**config.mk**
```make
export PLATFORM = sky130hd
export DESIGN_NAME = fm_modulate
export DESIGN_NICKNAME = d
export VERILOG_FILES = /design/src/rtl/fm_pkg.sv /design/src/rtl/fm_phase_acc.sv /design/src/rtl/fm_modulate.sv
export SDC_FILE = /design/constraint.sdc
export NUM_CORES = 1
export LEC_CHECK = 0
export ABC_AREA = 1
export CAP_MARGIN = 25
export CORE_UTILIZATION = 39
export DETAILED_ROUTE_END_ITERATION = 10
export PLACE_DENSITY = 0.71
export SLEW_MARGIN = 20
export SYNTH_ARGS = -nofsm -noshare
export SYNTH_HDL_FRONTEND = slang
export SYNTH_SLANG_ARGS = --single-unit
```
**constraint.sdc**
```tcl
create_clock -name s00_axis_aclk -period 4.1 [get_ports s00_axis_aclk]
set_clock_uncertainty 0.15 [all_clocks]
set_input_delay 0.615 -clock s00_axis_aclk [delete_from_list [all_inputs] [get_ports s00_axis_aclk]]
set_output_delay 0.615 -clock s00_axis_aclk [all_outputs]
set_load 0.05 [all_outputs]
```
**src/rtl/fm_pkg.sv**
```systemverilog
// Shared types and the per-sample phase increment for the FM modulator.
package fm_pkg;
    localparam int PHASE_W  = 32;
    localparam int ANGLE_W  = 16;
    localparam int SAMPLE_W = 16;

    typedef logic [PHASE_W-1:0]         phase_t;
    typedef logic signed [SAMPLE_W-1:0] sample_t;

    // Sign-extend the sample to full phase width before scaling; the sum wraps mod 2^32.
    function automatic phase_t phase_inc(input sample_t sample, input phase_t carrier,
                                         input int unsigned shift);
        logic signed [PHASE_W-1:0] sext;
        sext = PHASE_W'(sample);
        return carrier + phase_t'(sext <<< shift);
    endfunction
endpackage

```
**src/rtl/fm_phase_acc.sv**
```systemverilog
// Stage-2 phase integrator: presents acc + inc and commits it on valid enabled beats.
module fm_phase_acc
    import fm_pkg::*;
(
    input  logic   clk,
    input  logic   rst,
    input  logic   en,
    input  logic   vld,
    input  phase_t inc,
    input  logic   clr_after,
    output phase_t acc_n
);
    phase_t acc_p2;

    assign acc_n = acc_p2 + inc;

    always_ff @(posedge clk) begin
        if (rst) begin
            acc_p2 <= '0;
        end else if (en && vld) begin
            acc_p2 <= clr_after ? '0 : acc_n;
        end
    end
endmodule

```
**src/rtl/fm_modulate.sv**
```systemverilog
// Streaming FM modulator: audio samples in, polar words {angle, magnitude} out, 2-cycle latency.
module fm_modulate
    import fm_pkg::*;
#(
    parameter int          C_S00_AXIS_TDATA_WIDTH = 32,
    parameter int          C_M00_AXIS_TDATA_WIDTH = 32,
    parameter logic [31:0] CARRIER_INC            = 32'h0400_0000,
    parameter int          DEV_SHIFT              = 12,
    parameter logic [15:0] AMPLITUDE              = 16'h7FFF,
    parameter bit          PHASE_RST_ON_LAST      = 1'b0
) (
    input  logic                                  s00_axis_aclk,
    input  logic                                  s00_axis_areset,
    input  logic                                  s00_axis_tvalid,
    input  logic [C_S00_AXIS_TDATA_WIDTH-1:0]     s00_axis_tdata,
    input  logic [(C_S00_AXIS_TDATA_WIDTH/8)-1:0] s00_axis_tstrb,
    input  logic                                  s00_axis_tlast,
    output logic                                  s00_axis_tready,
    input  logic                                  m00_axis_tready,
    output logic                                  m00_axis_tvalid,
    output logic [C_M00_AXIS_TDATA_WIDTH-1:0]     m00_axis_tdata,
    output logic [(C_M00_AXIS_TDATA_WIDTH/8)-1:0] m00_axis_tstrb,
    output logic                                  m00_axis_tlast
);
    localparam int unsigned SHIFT = DEV_SHIFT;

    logic    en;
    sample_t sample_in;
    logic    unused_hi;

    assign en              = !m00_axis_tvalid || m00_axis_tready;
    assign s00_axis_tready = en;
    assign sample_in       = sample_t'(s00_axis_tdata[SAMPLE_W-1:0]);
    assign unused_hi       = ^s00_axis_tdata[C_S00_AXIS_TDATA_WIDTH-1:SAMPLE_W];

    // Stage 1: scale sample into a phase increment
    logic                                  vld_p1;
    phase_t                                inc_p1;
    logic                                  last_p1;
    logic [(C_S00_AXIS_TDATA_WIDTH/8)-1:0] strb_p1;

    always_ff @(posedge s00_axis_aclk) begin
        if (s00_axis_areset) begin
            vld_p1 <= 1'b0;
        end else if (en) begin
            vld_p1 <= s00_axis_tvalid;
        end
    end

    always_ff @(posedge s00_axis_aclk) begin
        if (en && s00_axis_tvalid) begin
            inc_p1  <= phase_inc(sample_in, CARRIER_INC, SHIFT);
            last_p1 <= s00_axis_tlast;
            strb_p1 <= s00_axis_tstrb;
        end
    end

    // Stage 2: integrate phase and register the output word
    phase_t acc_n;

    fm_phase_acc u_phase_acc (
        .clk       (s00_axis_aclk),
        .rst       (s00_axis_areset),
        .en        (en),
        .vld       (vld_p1),
        .inc       (inc_p1),
        .clr_after (PHASE_RST_ON_LAST && last_p1),
        .acc_n     (acc_n)
    );

    always_ff @(posedge s00_axis_aclk) begin
        if (s00_axis_areset) begin
            m00_axis_tvalid <= 1'b0;
            m00_axis_tdata  <= '0;
            m00_axis_tstrb  <= '0;
            m00_axis_tlast  <= 1'b0;
        end else if (en) begin
            m00_axis_tvalid <= vld_p1;
            if (vld_p1) begin
                m00_axis_tdata <= C_M00_AXIS_TDATA_WIDTH'({acc_n[PHASE_W-1 -: ANGLE_W], AMPLITUDE});
                m00_axis_tstrb <= (C_M00_AXIS_TDATA_WIDTH/8)'(strb_p1);
                m00_axis_tlast <= last_p1;
            end
        end
    end
endmodule
```
==> summary.md <==
| Metric | Value |
|---|---|
| Rows | `32` |
| Slew @ Worst Pin | `0.930 ns` |
| Minimum clock period after layout | `2.85 ns` |
| Worst vdd ir | `0.183 mV` |
| Vias | `2563` |
| Max_cap viols | `0` |
| Number of global-route vias before repair | `2427` |
| CTS Buf Count | `5` |
| Detail Route Antenna Nets | `0` |
| Total Die Area | `8340 sq um` |
| Leakage | `1.76 nW` |
| Part of the Yosys area used for sequential elements | `0.392` |
| Cts repair resizes | `0` |
| Int Power | `0.000834 W` |
| Distinct cell type count after synthesis | `25` |
| Fin util | `0.477` |
| Final WL | `6.41 mm` |
| Worst path arrival time | `2.08 ns` |
| Syn Area/Cell | `7.39 sq um` |
| Die height | `91.3 um` |
| Bufs on Longest Clock Path | `2` |
| DRT Pass-1 Iters | `4` |
| Crit-path cells | `clkdlybuf4s50_1 -> nor2_1 -> inv_1 -> clkdlybuf4s50_1` |
| Seq pwr share | `0.442` |
| N_diodes | `0` |
| Total global-route track usage | `0.164` |
| Most repeated library cell on the critical path | `clkdlybuf4s50_1` |
| Drt drc | `0` |
| Crit-path slowest cell | `clkdlybuf4s50_1` |
| Min-delay worst type | `reg2reg` |
| Most frequent cells in the layout | `92 x nand2_1, 70 x nor2_1, 62 x clkdlybuf4s50_1` |
| Synth Register Bits | `50` |
| F_max | `351 MHz` |
| Clock transition at path regs | `0.10 ns` |
| Crit path max-delay family | `buffers and inverters` |
| I/O Buffers | `62` |
| Final Max Tran Viols | `0` |
| Worst skew pair latency | `0.31 ns` |
| Hold Startpoint | `vld_p1` |
| P&R area growth vs syn | `18.5%` |
| Fin. Hold Viols | `0` |
| CTS Sinks | `50` |
| Worst reg2reg path depth | `12` |
| CTS H-tree lvls | `2` |
| DR iter-0 viols | `108` |
| Flop2flop setup slack | `1.97 ns` |
| Total grt overflow | `0` |
| Wire length of the first global-routing pass | `11.0 mm` |
| Final worst path period share | `0.694` |
| Sw Share | `0.367` |
| Reg-to-reg endpoint | `u_phase_acc.acc_p2[28]` |
| Commonest non-fill, non-tap cell in the layout | `nand2_1` |
| Layout Nets | `514` |
| RSZ-0062 raised after global routing | `false` |
| Post-route setup slack | `1.25 ns` |
| Pin count of the biggest net entering global routing | `27` |
| Crit path required time | `3.34 ns` |
| Antenna violations before repair | `0` |
| Logic pwr share | `0.315` |
| Vias per cell | `4.62` |
| Ratio of cells with drive above 1 in the final layout | `0.0375` |
| Filler instances | `788` |
| Die Wd | `91.3 um` |
| Mapped cell area | `3110 sq um` |
| RD Place Congestion | `0.846` |
| Kind of critical path | `in2out` |
| Hold Buf Count CTS | `0` |
| HPWL Detailed | `4.77 mm` |
| Rel. slew slack | `0.379` |
| Worst path buffer plus inverter count | `3` |
| Status | `complete, no violations` |
| Dpl ws | `1.27 ns` |
| Routed len/inst | `11.5 um` |
| Synth Net Count | `483` |
| Initial cell density of the core | `0.403` |
| Largest stage delay on the critical path | `0.71 ns` |
| CTS tree | `built` |
| Endpoints failing setup | `0` |
| Hold path depth | `2` |
| CP max FO | `3` |
| Setup Buffers After CTS | `0` |
| CP Capture Type | `primary output` |
| RR Startpoint | `inc_p1[12]` |
| Psw | `0.000483 W` |
| Pwr dens | `357 nW/um^2` |
| Core Region | `7730 sq um` |
| Yosys Warn Count | `0` |
| Mapped Cells | `421` |
| Clock power share | `0.243` |
| Sink of the worst hold path | `vld_p1` |
| I/O pin total | `80` |
| Root buf cell | `clkbuf_8` |
| Fin Setup TNS | `0 ns` |
| Worst Setup Start Kind | `primary input` |
## worst register-to-register path: cells and delay by family, from the launching register on
kind	cells	cell delay (ns)
fa+ha+maj	2	0.72
buf+inv	1	0.04
flops	1	0.39
simple gates	9	0.75
## synthesized netlist by cell type
cell      count  area share
a21oi_1      19       0.031
buf_4        35       0.084
fa_1          1      0.0064
buf_2         1      0.0016
nand3_2       2      0.0064
and2_1        2      0.0040
xnor2_1       3      0.0084
inv_1        56       0.068
edfxtp_1     22        0.21
o211ai_1      1      0.0024
nor3_1        2      0.0032
nand2_2       1      0.0020
nand3_1      28       0.045
conb_1        1      0.0012
nor2_2        3      0.0060
xor2_1        6       0.017
nor2_1       71       0.086
nand4_1       2      0.0040
inv_2         1      0.0012
o21bai_1      2      0.0048
ha_1         20       0.080
dfxtp_1      28        0.18
o21ai_0      19       0.031
nand2_1      92        0.11
clkbuf_1      3      0.0036
## sequential cells by signal, indices dropped and copies added (netlist names)
name and cells:
m00_axis_tdata 1, vld_p1 1, m00_axis_tlast 1, last_p1 1
m00_axis_tvalid 1, u_phase_acc.acc_p2 20, strb_p1 4, inc_p1 17
m00_axis_tstrb 4
## kinds of logic (layout without fill, tap and decap cells)
kind of cell | after synthesis | in the layout | share of synthesized area
AOI/OAI and AO/OA | 41 | 41 | 0.0684
xor gates and xnor gates | 9 | 9 | 0.0253
adders and majority gates | 21 | 21 | 0.0869
buffers and inverters | 96 | 128 | 0.158
DFF | 50 | 50 | 0.392
other | 1 | 1 | 0.00121
and+or+nand+nor | 203 | 203 | 0.267
## power by group through the flow
| stage | combinational [W] | sequential, W | clock [W] |
|---|---|---|---|
| after floorplan | 0.000314 | 0.000604 | 0 |
| after global placement | 0.000410 | 0.000592 | 0 |
| after detailed placement | 0.000416 | 0.000593 | 0 |
| after CTS | 0.000418 | 0.000582 | 0.000333 |
| after global routing | 0.000458 | 0.000587 | 0.000355 |
| final | 0.000415 | 0.000581 | 0.000320 |
## per-stage QoR
| stage | total power (W) | hold slack [ns] | cell area [sq um] | std cells |
|---|---|---|---|---|
| finish | 0.00132 | 0.327 | 3690 | 555 |
| global placement | 0.00100 | 0.300 | 3590 | 547 |
| detailed placement | 0.00101 | 0.315 | 3590 | 547 |
| global route | 0.00140 | 0.365 | 3690 | 555 |
| floorplan | 0.000918 | 0.293 | 3110 | 421 |
| CTS | 0.00133 | 0.330 | 3690 | 555 |
## final cells by class
| type | instances | area, sq um | share of cell area |
|---|---|---|---|
| multi-input cells | 275 | 1400 | 0.380 |
| well taps | 102 | 128 | 0.0346 |
| clock inverters | 3 | 28.8 | 0.00780 |
| repair buffers | 63 | 628 | 0.170 |
| clock buffers | 5 | 68.8 | 0.0187 |
| inverters | 57 | 214 | 0.0580 |
| flip-flops and latches | 50 | 1220 | 0.331 |
## worst max-delay path by stage
stage / cells after the start / to / start
after global placement: 4 / s00_axis_tready / m00_axis_tready
after floorplan: 4 / inc_p1[12] / m00_axis_tready
final: 4 / s00_axis_tready / m00_axis_tready
after global routing: 4 / s00_axis_tready / m00_axis_tready
after CTS: 4 / s00_axis_tready / m00_axis_tready
after detailed placement: 4 / s00_axis_tready / m00_axis_tready
## layer usage
layer  up-vias  global-route usage  share of wire
met3         4              0.0327          0.050
li1       1356                   -              -
met5         -                   0              0
met4         0              0.0476         0.0089
met1      1139               0.221           0.51
met2        64               0.266           0.43
(Power assumes the default switching activity.)
